===== config.mk =====
export PLATFORM = sky130hd
export DESIGN_NAME = demux_reg_bank
export DESIGN_NICKNAME = d
export VERILOG_FILES = /design/src/rtl/demux_pkg.sv /design/src/rtl/demux_reg_bank_decoder.sv /design/src/rtl/demux_reg_bank.sv
export SDC_FILE = /design/constraint.sdc
export NUM_CORES = 1
export LEC_CHECK = 0
export ABC_AREA = 1
export BUFFER_PORTS_ARGS = -buffer_cell sky130_fd_sc_hd__buf_2
export CELL_PAD_IN_SITES_DETAIL_PLACEMENT = 0
export CELL_PAD_IN_SITES_GLOBAL_PLACEMENT = 1
export CORE_MARGIN = 3
export CORE_UTILIZATION = 42
export DETAILED_ROUTE_END_ITERATION = 10
export HOLD_SLACK_MARGIN = 0.1
export PLACE_DENSITY = 0.85
export SYNTH_ARGS = -nofsm -noshare
export SYNTH_HDL_FRONTEND = slang
export SYNTH_SLANG_ARGS = --single-unit

===== constraint.sdc =====
create_clock -name I_CLK -period 29.8 [get_ports I_CLK]
set_input_delay 5.96 -clock I_CLK [delete_from_list [all_inputs] [get_ports I_CLK]]
set_output_delay 5.96 -clock I_CLK [all_outputs]
set_load 0.05 [all_outputs]

===== src/rtl/demux_pkg.sv =====
// Shared definitions for the demultiplexing register bank: default geometry and select helpers.
package demux_pkg;

    localparam int C_REG_COUNT = 16;
    localparam int C_REG_DEPTH = 16;

    // Select index width for a bank of `count` registers (never narrower than one bit).
    function automatic int sel_width(input int count);
        return (count > 1) ? $clog2(count) : 1;
    endfunction

    function automatic logic is_in_range(input int unsigned select, input int unsigned width);
        return select < width;
    endfunction

endpackage


===== src/rtl/demux_reg_bank_decoder.sv =====
// Binary-to-one-hot decoder with enable; flags enabled selects that address no register.
module demux_reg_bank_decoder
    import demux_pkg::*;
#(
    parameter int P_WIDTH = C_REG_COUNT,
    localparam int SEL_W  = sel_width(P_WIDTH)
) (
    input  logic [SEL_W-1:0]   I_SELECT,
    input  logic               I_ENABLE,
    output logic [P_WIDTH-1:0] O_ONEHOT,
    output logic               O_OUT_OF_RANGE
);

    typedef logic [SEL_W-1:0] sel_t;

    // An out-of-range select simply matches no output bit.
    always_comb begin
        O_ONEHOT = '0;
        for (int i = 0; i < P_WIDTH; i++) begin
            O_ONEHOT[i] = I_ENABLE && (I_SELECT == sel_t'(i));
        end
        O_OUT_OF_RANGE = I_ENABLE && !is_in_range(32'(I_SELECT), P_WIDTH);
    end

endmodule


===== src/rtl/demux_reg_bank.sv =====
// Write-side register bank: decodes a select into per-register load enables and tracks written entries.
// Optional macro DEMUX_REG_BANK_WRITE_THROUGH_EN forwards an accepted write's data to O_OUTPUT combinationally.
module demux_reg_bank
    import demux_pkg::*;
#(
    parameter int P_WIDTH = C_REG_COUNT,
    parameter int P_DEPTH = C_REG_DEPTH
) (
    input  logic                             I_CLK,
    input  logic                             I_RESET,
    input  logic                             I_WRITE_EN,
    input  logic                             I_CLEAR,
    input  logic [$clog2(P_WIDTH)-1:0]       I_SELECT,
    input  logic [P_DEPTH-1:0]               I_INPUT,
    output logic [P_WIDTH-1:0][P_DEPTH-1:0]  O_OUTPUT,
    output logic [P_WIDTH-1:0]               O_VALID,
    output logic [P_WIDTH-1:0]               O_WRITE_ONEHOT,
    output logic                             O_ERROR
);

    logic [P_WIDTH-1:0] load_onehot;
    logic               out_of_range;

    // Clear suppresses the decoder entirely, so a cleared write raises neither a strobe nor an error.
    demux_reg_bank_decoder #(
        .P_WIDTH        (P_WIDTH)
    ) u_decoder (
        .I_SELECT       (I_SELECT),
        .I_ENABLE       (I_WRITE_EN && !I_CLEAR),
        .O_ONEHOT       (load_onehot),
        .O_OUT_OF_RANGE (out_of_range)
    );

    always_ff @(posedge I_CLK or posedge I_RESET) begin
        // NOTE: state is updated with <= so every flop samples pre-edge values regardless of block order.
        if (I_RESET) begin
            O_WRITE_ONEHOT <= '0;
            O_ERROR        <= 1'b0;
        end else begin
            O_WRITE_ONEHOT <= load_onehot;
            O_ERROR        <= out_of_range;
        end
    end

    for (genvar g = 0; g < P_WIDTH; g++) begin : g_reg
        logic [P_DEPTH-1:0] data_q;
        logic               valid_q;

        // NOTE: the bank is flops, not RAM: reset and clear must zero every entry, so each one is reset.
        always_ff @(posedge I_CLK or posedge I_RESET) begin
            if (I_RESET) begin
                data_q  <= '0;
                valid_q <= 1'b0;
            end else if (I_CLEAR) begin
                data_q  <= '0;
                valid_q <= 1'b0;
            end else if (load_onehot[g]) begin
                data_q  <= I_INPUT;
                valid_q <= 1'b1;
            end
        end

        assign O_VALID[g] = valid_q;

`ifdef DEMUX_REG_BANK_WRITE_THROUGH_EN
        assign O_OUTPUT[g] = (load_onehot[g] && !I_RESET) ? I_INPUT : data_q;
`else
        assign O_OUTPUT[g] = data_q;
`endif
    end

endmodule


After elaboration in Yosys (flattened, before gate mapping)
Cells that the tools add are included.
{ "word_totals": {"reg_bits": 288, "input_bits": 24, "output_inout_bits": 289, "wordCells": 147} }
{ "classes": {"n_eq_ne": 15, "n_mux": 64, "reduce_logical": 35} }
{ "ops": {"columns": ["cell", "count"], "rows": [
  ["$mux 16", 32],
  ["$eq 4x4->1 const B", 8],
  ["$mux 1", 32],
  ["$reduce_bool 2->1", 16],
  ["$logic_and 1x1->1", 17],
  ["$eq 4x3->1 const B", 4],
  ["$eq 4x2->1 const B", 2],
  ["$eq 4x1->1 const B", 1],
  ["$logic_not 4->1", 1],
  ["$logic_not 1->1", 1]
]} }

Depth between registers and ports, before layout
Gate-level depths: netlist of run 1.
{ "depth": {"ltp_word": 5, "mapped_depth": 8, "depth_no_buf": 6} }

Cells and area by module
Synthesis of run 1 repeated with hierarchy kept, for this count alone.
{ "hier_totals": {"hier_cells": 1272, "area_unflattened_um2": 11643.7} }
{ "by_module_without_submodules": {"columns": ["mod", "instances", "cells_per_inst", "area_each_um2", "seq_area_each_um2"], "rows": [
  ["demux_reg_bank", 1, 1237, 11503.5, 7231.9],
  ["demux_reg_bank_decoder", 1, 35, 140.1, 0.0]
]} }

Worst setup path before layout of run 1
OpenSTA, ideal clock, no wires.
{ "synth_timing": {"kind": "input -> register", "from": "input port I_CLEAR", "to": "register g_reg[10].data_q[0]", "setup_ns": 0.120, "arrival_ns": 6.964, "required_time_ns": 29.680, "path_slack_ns": 22.716, "stages": 8, "n_path_buf": 4, "path_cell_list": "buf_6 -> nor2_4 -> buf_8 -> buf_8 -> nand3_2 -> buf_4 -> nand3_1 -> nand2_1"} }
{ "synth_via": {"elab_chain_cells": 4, "word_cells_on_any_way": 5, "classes_between": "mux (1); reduce/logical (4)"} }
{ "synth_rtl": {"columns": ["element", "line_no", "rtl"], "rows": [
  ["from (decl)", "demux_reg_bank.sv:12", "input logic I_CLEAR,"],
  ["$logic_not 1->1", "demux_reg_bank.sv:29", ".I_ENABLE (I_WRITE_EN && !I_CLEAR),"],
  ["$logic_and 1x1->1", "demux_reg_bank.sv:29", null],
  ["$logic_and 1x1->1", "demux_reg_bank_decoder.sv:20", "O_ONEHOT[i] = I_ENABLE && (I_SELECT == sel_t'(i));"],
  ["$reduce_bool 2->1 (no line)", null, null],
  ["to (signal assigned)", "demux_reg_bank.sv:52", "data_q <= '0;"],
  ["to (signal assigned)", "demux_reg_bank.sv:55", "data_q <= '0;"],
  ["to (signal assigned)", "demux_reg_bank.sv:58", "data_q <= I_INPUT;"],
  ["to (decl)", "demux_reg_bank.sv:46", "logic [P_DEPTH-1:0] data_q;"]
]} }
Parallel ways exist; a longest one is shown, timed or not.
A chain may end at the register's enable or synchronous reset.

Worst setup path in the final report of run 1
{ "layout_timing": {"from": "input port I_CLEAR", "to": "register g_reg[15].data_q[4]"} }
{ "layout_via": {"elab_chain_cells": 4, "word_cells_on_any_way": 5, "classes_between": "mux (1); reduce/logical (4)"} }
{ "layout_rtl": {"columns": ["element", "line_no"], "rows": [
  ["$logic_not 1->1", "demux_reg_bank.sv:29"],
  ["$logic_and 1x1->1", "demux_reg_bank.sv:29"],
  ["$logic_and 1x1->1", "demux_reg_bank_decoder.sv:20"],
  ["$reduce_bool 2->1 (no line)", null],
  ["to (signal assigned)", "demux_reg_bank.sv:52"],
  ["to (signal assigned)", "demux_reg_bank.sv:55"],
  ["to (signal assigned)", "demux_reg_bank.sv:58"],
  ["to (decl)", "demux_reg_bank.sv:46"]
]} }
Parallel ways exist; a longest one is shown, timed or not.

==> results.json, run 1 <==
{
  "status": "complete, no violations",
  "synthArstFlopShare_pct": 100,
  "synth_top_area_share_pct": 61.4,
  "synth_seq_cells": 288,
  "critPathRequiredTime_ns": 30.29,
  "cts_hold_buf": 0,
  "slew_headroom_pct": 9.46,
  "critPathMaxFanout": 156,
  "start_kind": "input pin",
  "synth_edf_count": 0,
  "diodes": 0,
  "final_core_util_pct": 52.4,
  "setup_viol": 0,
  "port_buffers": 311,
  "tightest_slew_ns": 1.36,
  "fin_tns_setup_ns": 0,
  "skew_ns": 0,
  "yosysWarnings": 0,
  "dr_total_vias": 9896,
  "dp_hpwl_um": 24600,
  "end_kind": "flip-flop",
  "initial_core_util_pct": 43.2,
  "coreArea_mm2": 0.0272,
  "cts-root-buf": "clkbuf_16",
  "tritoncts": "yes",
  "hp-class": "reg2reg",
  "clock_latency_ns": 0.55,
  "first_pass_iters": 5,
  "clock_sinks": 288,
  "timing.fmax_mhz": 127,
  "ios": 313,
  "antenna_found_initial": 5,
  "syn_inst": 1277,
  "slowest_delay_ns": 1.05,
  "cts_made_buffers": 31,
  "synthTopCellsByCount": "nand2_1 (547), dfrtp_1 (288), nand3_1 (256), buf_4 (33), buf_2 (23)",
  "fin_crit_ns": 7.85,
  "syn_area_mm2": 0.0117,
  "routed_via_density": 5.14,
  "areaGrowthSynthToFinish_pct": 21.4,
  "peakVddDrop_v": 0.0000398,
  "drive_gt1_share_pct": 28.2,
  "yosysMostFrequentCell": "nand2_1",
  "multi_input_area_mm2": 0.00385,
  "grt_max_degree": 157,
  "rsz0062_at_grt": "false",
  "path_cells": "buf_2 -> inv_8 -> buf_4 -> nand3_1 -> nand2_1",
  "drt_iter0_drc": 1095,
  "drv_cap": 0,
  "crit_slowest_cell": "buf_4",
  "wirelength_um": 38500,
  "arrival_ns": 8.34,
  "route.detailed.drc": 0,
  "path_clk_slew_ns": 0.06,
  "ant_nets": 0,
  "hold_viol_final": 0,
  "num-fill-cells": 2570,
  "final_nets": 1557,
  "drv_slew": 0,
  "fin_crit_sh_pct": 26.3,
  "globalRoute.totalOverflow": 0,
  "path_class": "in2reg",
  "p_total_mw": 0.809,
  "yosysSeqAreaShare_pct": 61.4,
  "ys.flop_type": "dfrtp_1",
  "post_synth.cell_area_avg_um2": 9.19,
  "yosys-top-cells-area": "dfrtp_1 (61%), nand2_1 (17%), nand3_1 (11%)",
  "regArea_mm2": 0.00721,
  "synth_fp_nets": 1301,
  "grt_pass1_wl_um": 58200,
  "htree_levels": 1,
  "gr-usage-all-layers_pct": 24.9,
  "fp-row-count": 60,
  "post_cts.repair.setup_buffers": 0,
  "first_global_vias": 9313,
  "cts_buffer_depth": 3,
  "die_x_um": 173,
  "die_area_mm2": 0.0300,
  "synth_area_leader_cell": "dfrtp_1",
  "gp_congestion": 0.793,
  "p_leak_nw": 8.72,
  "drt-wirelength-per-cell_um": 20.0,
  "power_density_mw_per_mm2": 56.8,
  "cts_resized": 0,
  "die_h_um": 173,
  "ys_types": 20
}
==> area by class of cell <==
class                      instances  share of cell area [%]
multi-input combinational        858                    27.0
clock inverter                    13                   0.580
clock buffer                      42                    6.09
inverter                          32                   0.957
timing repair buffer             322                    11.5
tap                              372                    3.27
sequential                       288                    50.6
==> sequential cells by signal, indices dropped and copies added, names as in the netlist <==
register,cells
O_WRITE_ONEHOT,16
g.data_q,256
g.valid_q,16
==> cells by family (layout without fill, tap and decap cells) <==
logic type / after synthesis / after routing / share of synthesized area [%]
other: 1 / 1 / 0.0320
flip-flops: 288 / 288 / 61.4
AND/OR/NAND/NOR: 857 / 857 / 32.4
buffers and inverters: 131 / 409 / 6.14
==> path summary, 6_finish.rpt <==
kind,startpoint,to,slack (ns),depth (start not counted)
setup / recovery,I_CLEAR,g_reg[15].data_q[4],21.95,5
hold / removal,g_reg[9].valid_q,g_reg[9].valid_q,0.47,2
setup reg to reg,g_reg[5].data_q[2],g_reg[5].data_q[2],29.09,2
hold reg to reg,g_reg[9].valid_q,g_reg[9].valid_q,0.47,2
max in group asynchronous,I_RESET,g_reg[3].data_q[8],22.46,3
min in group asynchronous,I_RESET,g_reg[15].data_q[3],5.62,2
==> layout by cell type, fill, tap and decap left out, drive strengths merged <==
cell / synthesis / final
nor2: 35 / 35
inv: 31 / 32
clkinvlp: 0 / 4
dfrtp: 288 / 288
clkinv: 1 / 9
conb: 1 / 1
buf: 83 / 322
clkbuf: 16 / 42
nand3: 272 / 272
nand2: 550 / 550
==> power breakdown <==
part	switching [mW]	internal, mW
clock	0.156	0.203
combinational	0.0457	0.00724
sequential	0.00193	0.394
total	0.204	0.604
==> per-stage QoR <==
| stage | setup WS (ns) | cells | instance area, µm² | hold WS [ns] |
|---|---|---|---|---|
| finish | 21.95 | 1927 | 14200 | 0.473 |
| global route | 21.69 | 1927 | 14200 | 0.504 |
| CTS | 21.91 | 1927 | 14200 | 0.477 |
| detailed placement | 21.33 | 1872 | 13300 | 0.461 |
| global placement | 21.37 | 1872 | 13300 | 0.458 |
| floorplan | 15.89 | 1277 | 11700 | 0.450 |
==> critical path, delay by kind of cell <==
kind                   cells  cell delay (ns)
and+or+nand+nor            2             0.30
buffers and inverters      3             2.01
==> routing by layer <==
| layer | up-vias | track usage [%] | share of wire, % |
|---|---|---|---|
| met5 | - | 0 | 0.16 |
| met4 | 10 | 6.89 | 3.0 |
| met3 | 71 | 6.41 | 8.7 |
| met2 | 432 | 39.2 | 46 |
| met1 | 4828 | 34.4 | 42 |
| li1 | 4555 | - | - |
No activity file was read; power rests on OpenSTA's default activity.
==> run 2, diff against run 1 <==
--- a/config.mk
+++ b/config.mk
@@ -10,10 +10,10 @@
 export CELL_PAD_IN_SITES_DETAIL_PLACEMENT = 0
 export CELL_PAD_IN_SITES_GLOBAL_PLACEMENT = 1
 export CORE_MARGIN = 3
-export CORE_UTILIZATION = 42
+export CORE_UTILIZATION = 39
 export DETAILED_ROUTE_END_ITERATION = 10
 export HOLD_SLACK_MARGIN = 0.1
-export PLACE_DENSITY = 0.85
+export PLACE_DENSITY = 0.79
 export SYNTH_ARGS = -nofsm -noshare
 export SYNTH_HDL_FRONTEND = slang
 export SYNTH_SLANG_ARGS = --single-unit
==> constraint.sdc (replaced) <==
create_clock -name I_CLK -period 8.1 [get_ports I_CLK]
set_input_delay 1.62 -clock I_CLK [delete_from_list [all_inputs] [get_ports I_CLK]]
set_output_delay 1.62 -clock I_CLK [all_outputs]
set_load 0.05 [all_outputs]
==> run 2 against run 1 <==
  * Clock-buffer cell count rose by 8
  * Worst hold slack improved by 0.0023 ns
  * Sequential power rose to 3.7 times the previous value
  * Utilization fell by 3.2 points
  * Cell count rose by 0.78%
  * Combinational power rose to 3.7 times the previous value
  * Sequential cell count did not move
  * Sequential share of layout area fell by 0.38 points
  * Non-clock buffer count rose by 2
  * Die area rose by 7.4%
  * Critical endpoint is now g_reg[5].data_q[0]
  * Largest cell class unchanged
==> results.json, run 2 (synthesis gave the netlist of run 1 again) <==
{
  "setup_viol": 0,
  "timing.fmax_mhz": 280,
  "cts_resized": 0,
  "min_path_cells": 2,
  "gp_congestion": 0.780,
  "slew_headroom_pct": 22.8,
  "route.detailed.drc": 0,
  "layout_commonest_cell": "nand2_1",
  "initial_core_util_pct": 40.2,
  "tightest_slew_ns": 1.16,
  "fin_crit_ns": 3.58,
  "fin_tns_setup_ns": 0,
  "power_density_mw_per_mm2": 213,
  "drv_cap": 0,
  "skew_ns": 0,
  "arrival_ns": 4.06,
  "die_h_um": 179,
  "rsz0062_at_grt": "false",
  "ios": 313,
  "dp_slack_ns": 3.97,
  "path_class": "in2reg",
  "coreArea_mm2": 0.0292,
  "min_from": "g_reg[2].valid_q",
  "dr_total_vias": 9749,
  "final_cell_mix": "nand2_1 (547), buf_2 (311), dfrtp_1 (288), nand3_1 (256), clkbuf_16 (31)",
  "cts_buffer_depth": 3,
  "gr-usage-all-layers_pct": 23.2,
  "reg_top3": "g.data_q x256, O_WRITE_ONEHOT x16, g.valid_q x16",
  "hold_viol_final": 0,
  "critPathRequiredTime_ns": 8.58,
  "die_x_um": 179,
  "drv_slew": 0,
  "post_cts.repair.setup_buffers": 0,
  "fin_ws_ns": 4.52,
  "holdPathEnd": "g_reg[2].valid_q",
  "port_buffers": 311,
  "routed_via_density": 5.02,
  "globalRoute.totalOverflow": 0,
  "dp_hpwl_um": 24800,
  "diodes": 0,
  "cts_made_buffers": 31,
  "grt_pass1_wl_um": 59600,
  "final_nets": 1559,
  "r2r_start": "g_reg[5].data_q[6]",
  "drt-wirelength-per-cell_um": 19.7,
  "largest_reg_flops": 256,
  "antenna_found_initial": 4,
  "peakVddDrop_v": 0.000167,
  "cts-root-buf": "clkbuf_16",
  "met1_usage_pct": 31.4,
  "r2r_cells": 2,
  "clock_latency_ns": 0.54,
  "cts_hold_buf": 0,
  "clock_sinks": 288,
  "r2r_slack_ns": 7.42,
  "ant_nets": 0,
  "fin_crit_sh_pct": 44.2,
  "first_global_vias": 9612,
  "slowest_delay_ns": 0.97,
  "end_kind": "flip-flop",
  "path_clk_slew_ns": 0.06,
  "grt_use_met2_pct": 37.7,
  "tritoncts": "yes",
  "grt_max_degree": 168,
  "top_register": "g.data_q",
  "grt-busiest-layer": "met2",
  "fp-row-count": 62,
  "hp-class": "reg2reg",
  "status": "complete, no violations",
  "p_leak_nw": 8.77,
  "areaGrowthSynthToFinish_pct": 22.3,
  "use_met3_pct": 5.88,
  "htree_levels": 1,
  "first_pass_iters": 7,
  "critPathMaxFanout": 167,
  "wirelength_um": 38300,
  "drive_gt1_share_pct": 28.2,
  "drt_iter0_drc": 818,
  "regToRegEndpoint": "g_reg[5].data_q[6]",
  "crit_slowest_cell": "buf_4",
  "start_kind": "input pin",
  "die_area_mm2": 0.0322,
  "path_cells": "buf_2 -> inv_8 -> buf_4 -> nand3_1 -> nand2_1"
}
run 2: cell count changes in the layout (fill, tap and decap cells not counted), sizes merged:
cell,previous run,this run
bufinv,0,1
clkbuf,42,50
clkinvlp,4,2
buf,322,324
clkinv,9,4
inv,32,31
run 2: where the power goes:
part | switching, mW | internal (mW)
clock | 0.572 | 0.833
combinational | 0.168 | 0.0278
sequential | 0.00639 | 1.45
run 2: worst max path at each step:
stage | endpoint | from | depth (start not counted)
5_1_grt | g_reg[2].data_q[9] | I_CLEAR | 5
4_1_cts | g_reg[2].data_q[2] | I_CLEAR | 5
3_5_place_dp | g_reg[7].data_q[3] | I_CLEAR | 5
6_report | g_reg[5].data_q[0] | I_CLEAR | 5
3_3_place_gp | g_reg[2].data_q[0] | I_CLEAR | 5
2_1_floorplan | O_WRITE_ONEHOT[0] | I_RESET | 1
run 2: cell type report:
cell class                 count  area, µm²
clock buffer                  50        957
clock inverter                 6       61.3
fill                        2855      14800
inverter                      32        133
multi-input combinational    858       3850
sequential                   288       7210
tap                          384        480
timing repair buffer         324       1670
run 2: layer usage:
metal,vias up,routed length [µm]
met5,-,34
met2,356,18000
met3,63,2970
met1,4770,16200
met4,8,1080
li1,4552,-
run 2: critical path: cells and delay by family:
family / cells / cell delay (ns)
simple gates: 2 / 0.26
buf+inv: 3 / 2.06
run 2: stage by stage:
step	power [mW]	cells	hold WS, ns	util, %	cell area [µm²]
3_3_place_gp	1.68	1886	0.460	45.7	13300
2_1_floorplan	1.62	1277	0.450	-	11700
5_1_grt	3.16	1942	0.503	49.2	14400
4_1_cts	3.09	1942	0.481	49.2	14400
6_report	3.06	1942	0.475	49.2	14400
3_5_place_dp	1.68	1886	0.462	45.7	13300
==> run 3, diff against run 2 <==
--- a/config.mk
+++ b/config.mk
@@ -5,15 +5,15 @@
 export SDC_FILE = /design/constraint.sdc
 export NUM_CORES = 1
 export LEC_CHECK = 0
-export ABC_AREA = 1
+export ABC_AREA = 0
 export BUFFER_PORTS_ARGS = -buffer_cell sky130_fd_sc_hd__buf_2
 export CELL_PAD_IN_SITES_DETAIL_PLACEMENT = 0
 export CELL_PAD_IN_SITES_GLOBAL_PLACEMENT = 1
 export CORE_MARGIN = 3
-export CORE_UTILIZATION = 39
+export CORE_UTILIZATION = 36
 export DETAILED_ROUTE_END_ITERATION = 10
 export HOLD_SLACK_MARGIN = 0.1
-export PLACE_DENSITY = 0.79
+export PLACE_DENSITY = 0.76
 export SYNTH_ARGS = -nofsm -noshare
 export SYNTH_HDL_FRONTEND = slang
 export SYNTH_SLANG_ARGS = --single-unit
==> constraint.sdc (replaced) <==
create_clock -name I_CLK -period 2.97 [get_ports I_CLK]
set_input_delay 0.594 -clock I_CLK [delete_from_list [all_inputs] [get_ports I_CLK]]
set_output_delay 0.594 -clock I_CLK [all_outputs]
set_load 0.05 [all_outputs]
==> run 3 against run 2 <==
  * Final area rose by 5.7%
  * Global-route usage rose by 1.6 points
  * Clock power rose to 3.1 times the previous value
  * Area after synthesis grew 5.2%
  * Sequential power grew to 2.7 times the previous value
  * Worst hold slack got worse by 0.29 ns
  * Clock skew stayed put
  * Die area grew 13%
  * Critical path depth unchanged
==> results.json, run 3 <==
{
  "status": "complete, no violations",
  "grt_max_degree": 185,
  "final_nets": 1528,
  "yosys-top-cells-area": "dfrtp_1 (58%), a21oi_1 (10%), nand3_1 (10%)",
  "port_buffers": 311,
  "drv_slew": 0,
  "gp_congestion": 0.783,
  "synth_area_leader_cell": "dfrtp_1",
  "synth_seq_cells": 288,
  "instances_no_fill": 1977,
  "fp-row-count": 67,
  "coreArea_mm2": 0.0337,
  "reg_top3": "g.data_q x256, O_WRITE_ONEHOT x16, g.valid_q x16",
  "dpl.cell_count": 1916,
  "drv_cap": 0,
  "power_density_mw_per_mm2": 593,
  "r2r_cells": 2,
  "globalRoute.totalOverflow": 0,
  "clock_latency_ns": 0.49,
  "first_global_vias": 10600,
  "swShare_pct": 25.2,
  "synth_fp_nets": 1345,
  "peakVddDrop_v": 0.000321,
  "largest_reg_flops": 256,
  "final_cell_mix": "buf_2 (310), dfrtp_1 (288), nand3_1 (256), a21oi_1 (256), o21ai_0 (177)",
  "hp-class": "in2async",
  "setup_viol": 0,
  "drive_gt1_share_pct": 27.0,
  "synthArstFlopShare_pct": 100,
  "layout_commonest_cell": "buf_2",
  "startpoint": "I_SELECT[0]",
  "post_synth.cell_area_avg_um2": 9.34,
  "yosysSeqAreaShare_pct": 58.4,
  "rsz0062_at_grt": "false",
  "htree_levels": 2,
  "tritoncts": "yes",
  "areaGrowthSynthToFinish_pct": 22.9,
  "arrival_ns": 2.18,
  "p_leak_nw": 7.12,
  "seqPwrFrac_pct": 44.2,
  "antenna_found_initial": 1,
  "start_kind": "input pin",
  "hold_viol_final": 0,
  "routed_via_density": 5.65,
  "route.detailed.drc": 0,
  "top_register": "g.data_q",
  "first_pass_iters": 5,
  "num-fill-cells": 3314,
  "drt-wirelength-per-cell_um": 23.7,
  "syn_area_mm2": 0.0123,
  "power.switching_mw": 2.26,
  "r2r_start": "g_reg[10].data_q[1]",
  "ys.flop_type": "dfrtp_1",
  "cts_resized": 0,
  "clock_sinks": 288,
  "path_class": "in2reg",
  "cts_hold_buf": 0,
  "gr-usage-all-layers_pct": 24.9,
  "ant_nets": 0,
  "die_x_um": 191,
  "yosysMostFrequentCell": "dfrtp_1",
  "die_h_um": 191,
  "synthTopCellsByCount": "dfrtp_1 (288), a21oi_1 (256), nand3_1 (256), o21ai_0 (177), clkbuf_1 (118)",
  "wirelength_um": 46800,
  "grt_pass1_wl_um": 69200,
  "fin_crit_sh_pct": 62.4,
  "r2r_slack_ns": 2.20,
  "critPathMaxFanout": 38,
  "ys_types": 27,
  "fin_crit_ns": 1.85,
  "slew_headroom_pct": 31.8,
  "skew_ns": 0,
  "post_cts.repair.setup_buffers": 0,
  "critPathRequiredTime_ns": 3.30,
  "die_area_mm2": 0.0365,
  "dp_hpwl_um": 27000,
  "initial_core_util_pct": 36.6,
  "regToRegEndpoint": "g_reg[10].data_q[1]",
  "ios": 313,
  "synth_edf_count": 0,
  "timing.fmax_mhz": 540,
  "pwr-share-comb_pct": 8.1,
  "tightest_slew_ns": 1.02,
  "hold_ws_ns": 0.189,
  "yosysWarnings": 0,
  "intPower_mw": 6.73,
  "final_core_util_pct": 45.0,
  "cts-root-buf": "clkbuf_16",
  "dpl_cell_area_mm2": 0.0140,
  "cts_made_buffers": 34,
  "p_clk_share_pct": 47.7,
  "cts_buffer_depth": 3,
  "drt_iter0_drc": 1398,
  "syn_inst": 1321,
  "synth_top_area_share_pct": 58.4,
  "path_clk_slew_ns": 0.06,
  "final_area_mm2": 0.0152,
  "dr_total_vias": 11200,
  "end_kind": "flip-flop"
}
==> run 3: cell types whose count changed after synthesis, moves of 23 or more <==
cell,change
nand2_1,-546
a21oi_1,+256
o21ai_0,+177
clkbuf_1,+102
o21ai_1,+79
buf_2,+23
==> run 3: how the worst max path moves through the flow <==
stage,cells past startpoint,slack [ns],to
finish,5,1.12,g_reg[14].data_q[1]
detailed placement,5,0.61,g_reg[14].data_q[1]
floorplan,1,-1.44,O_WRITE_ONEHOT[0]
global placement,5,0.64,g_reg[14].data_q[7]
CTS,5,1.11,g_reg[14].data_q[1]
global route,5,1.03,g_reg[5].data_q[4]
==> run 3: critical path: stages <==
cell,delay (ns)
buf_2,0.17
nand4bb_4,0.65
buf_12,0.41
o21ai_0,0.21
a21oi_1,0.11
==> run 3: power groups by stage <==
stage	Clock, mW	Combinational (mW)	Sequential [mW]
global route	4.55	0.778	3.97
detailed placement	0	0.736	4.04
CTS	4.36	0.735	3.97
floorplan	0	0.377	4.14
finish	4.29	0.731	3.97
global placement	0	0.734	4.04
==> run 3: through the flow <==
step,power (mW),worst slack (ns),TNS (ns)
3_5_place_dp,4.78,0.611,0
2_1_floorplan,4.51,-1.44,-415.64
4_1_cts,9.07,1.11,0
6_report,8.99,1.12,0
5_1_grt,9.30,1.03,0
3_3_place_gp,4.78,0.643,0
==> run 3: kinds of logic (layout without fill, tap and decap cells) <==
kind of cell           Yosys count  count (layout)  synth area share (%)
AOI/OAI and AO/OA              528             528                  21.6
buffers and inverters          216             423                  8.11
DFF                            288             288                  58.4
other                            1               2                0.0304
and+or+nand+nor                288             288                  11.9
==> run 3: area by class of cell <==
cell class,instances,area [µm²],share of cell area [%]
clock inverters,8,121,0.800
multi-input cells,817,4240,27.9
diodes,1,2.50,0.0165
flip-flops and latches,288,7210,47.5
repair buffers,346,1940,12.8
well taps,448,561,3.70
inverters,17,67.6,0.445
clock buffers,52,1030,6.80
==> run 3: per-layer routing <==
metal	wire (µm)	vias up	global-route usage (%)
met4	1520	0	7.99
li1	-	5002	-
met5	0	-	0
met3	4430	85	6.40
met1	19200	5532	34.3
met2	21700	555	38.5
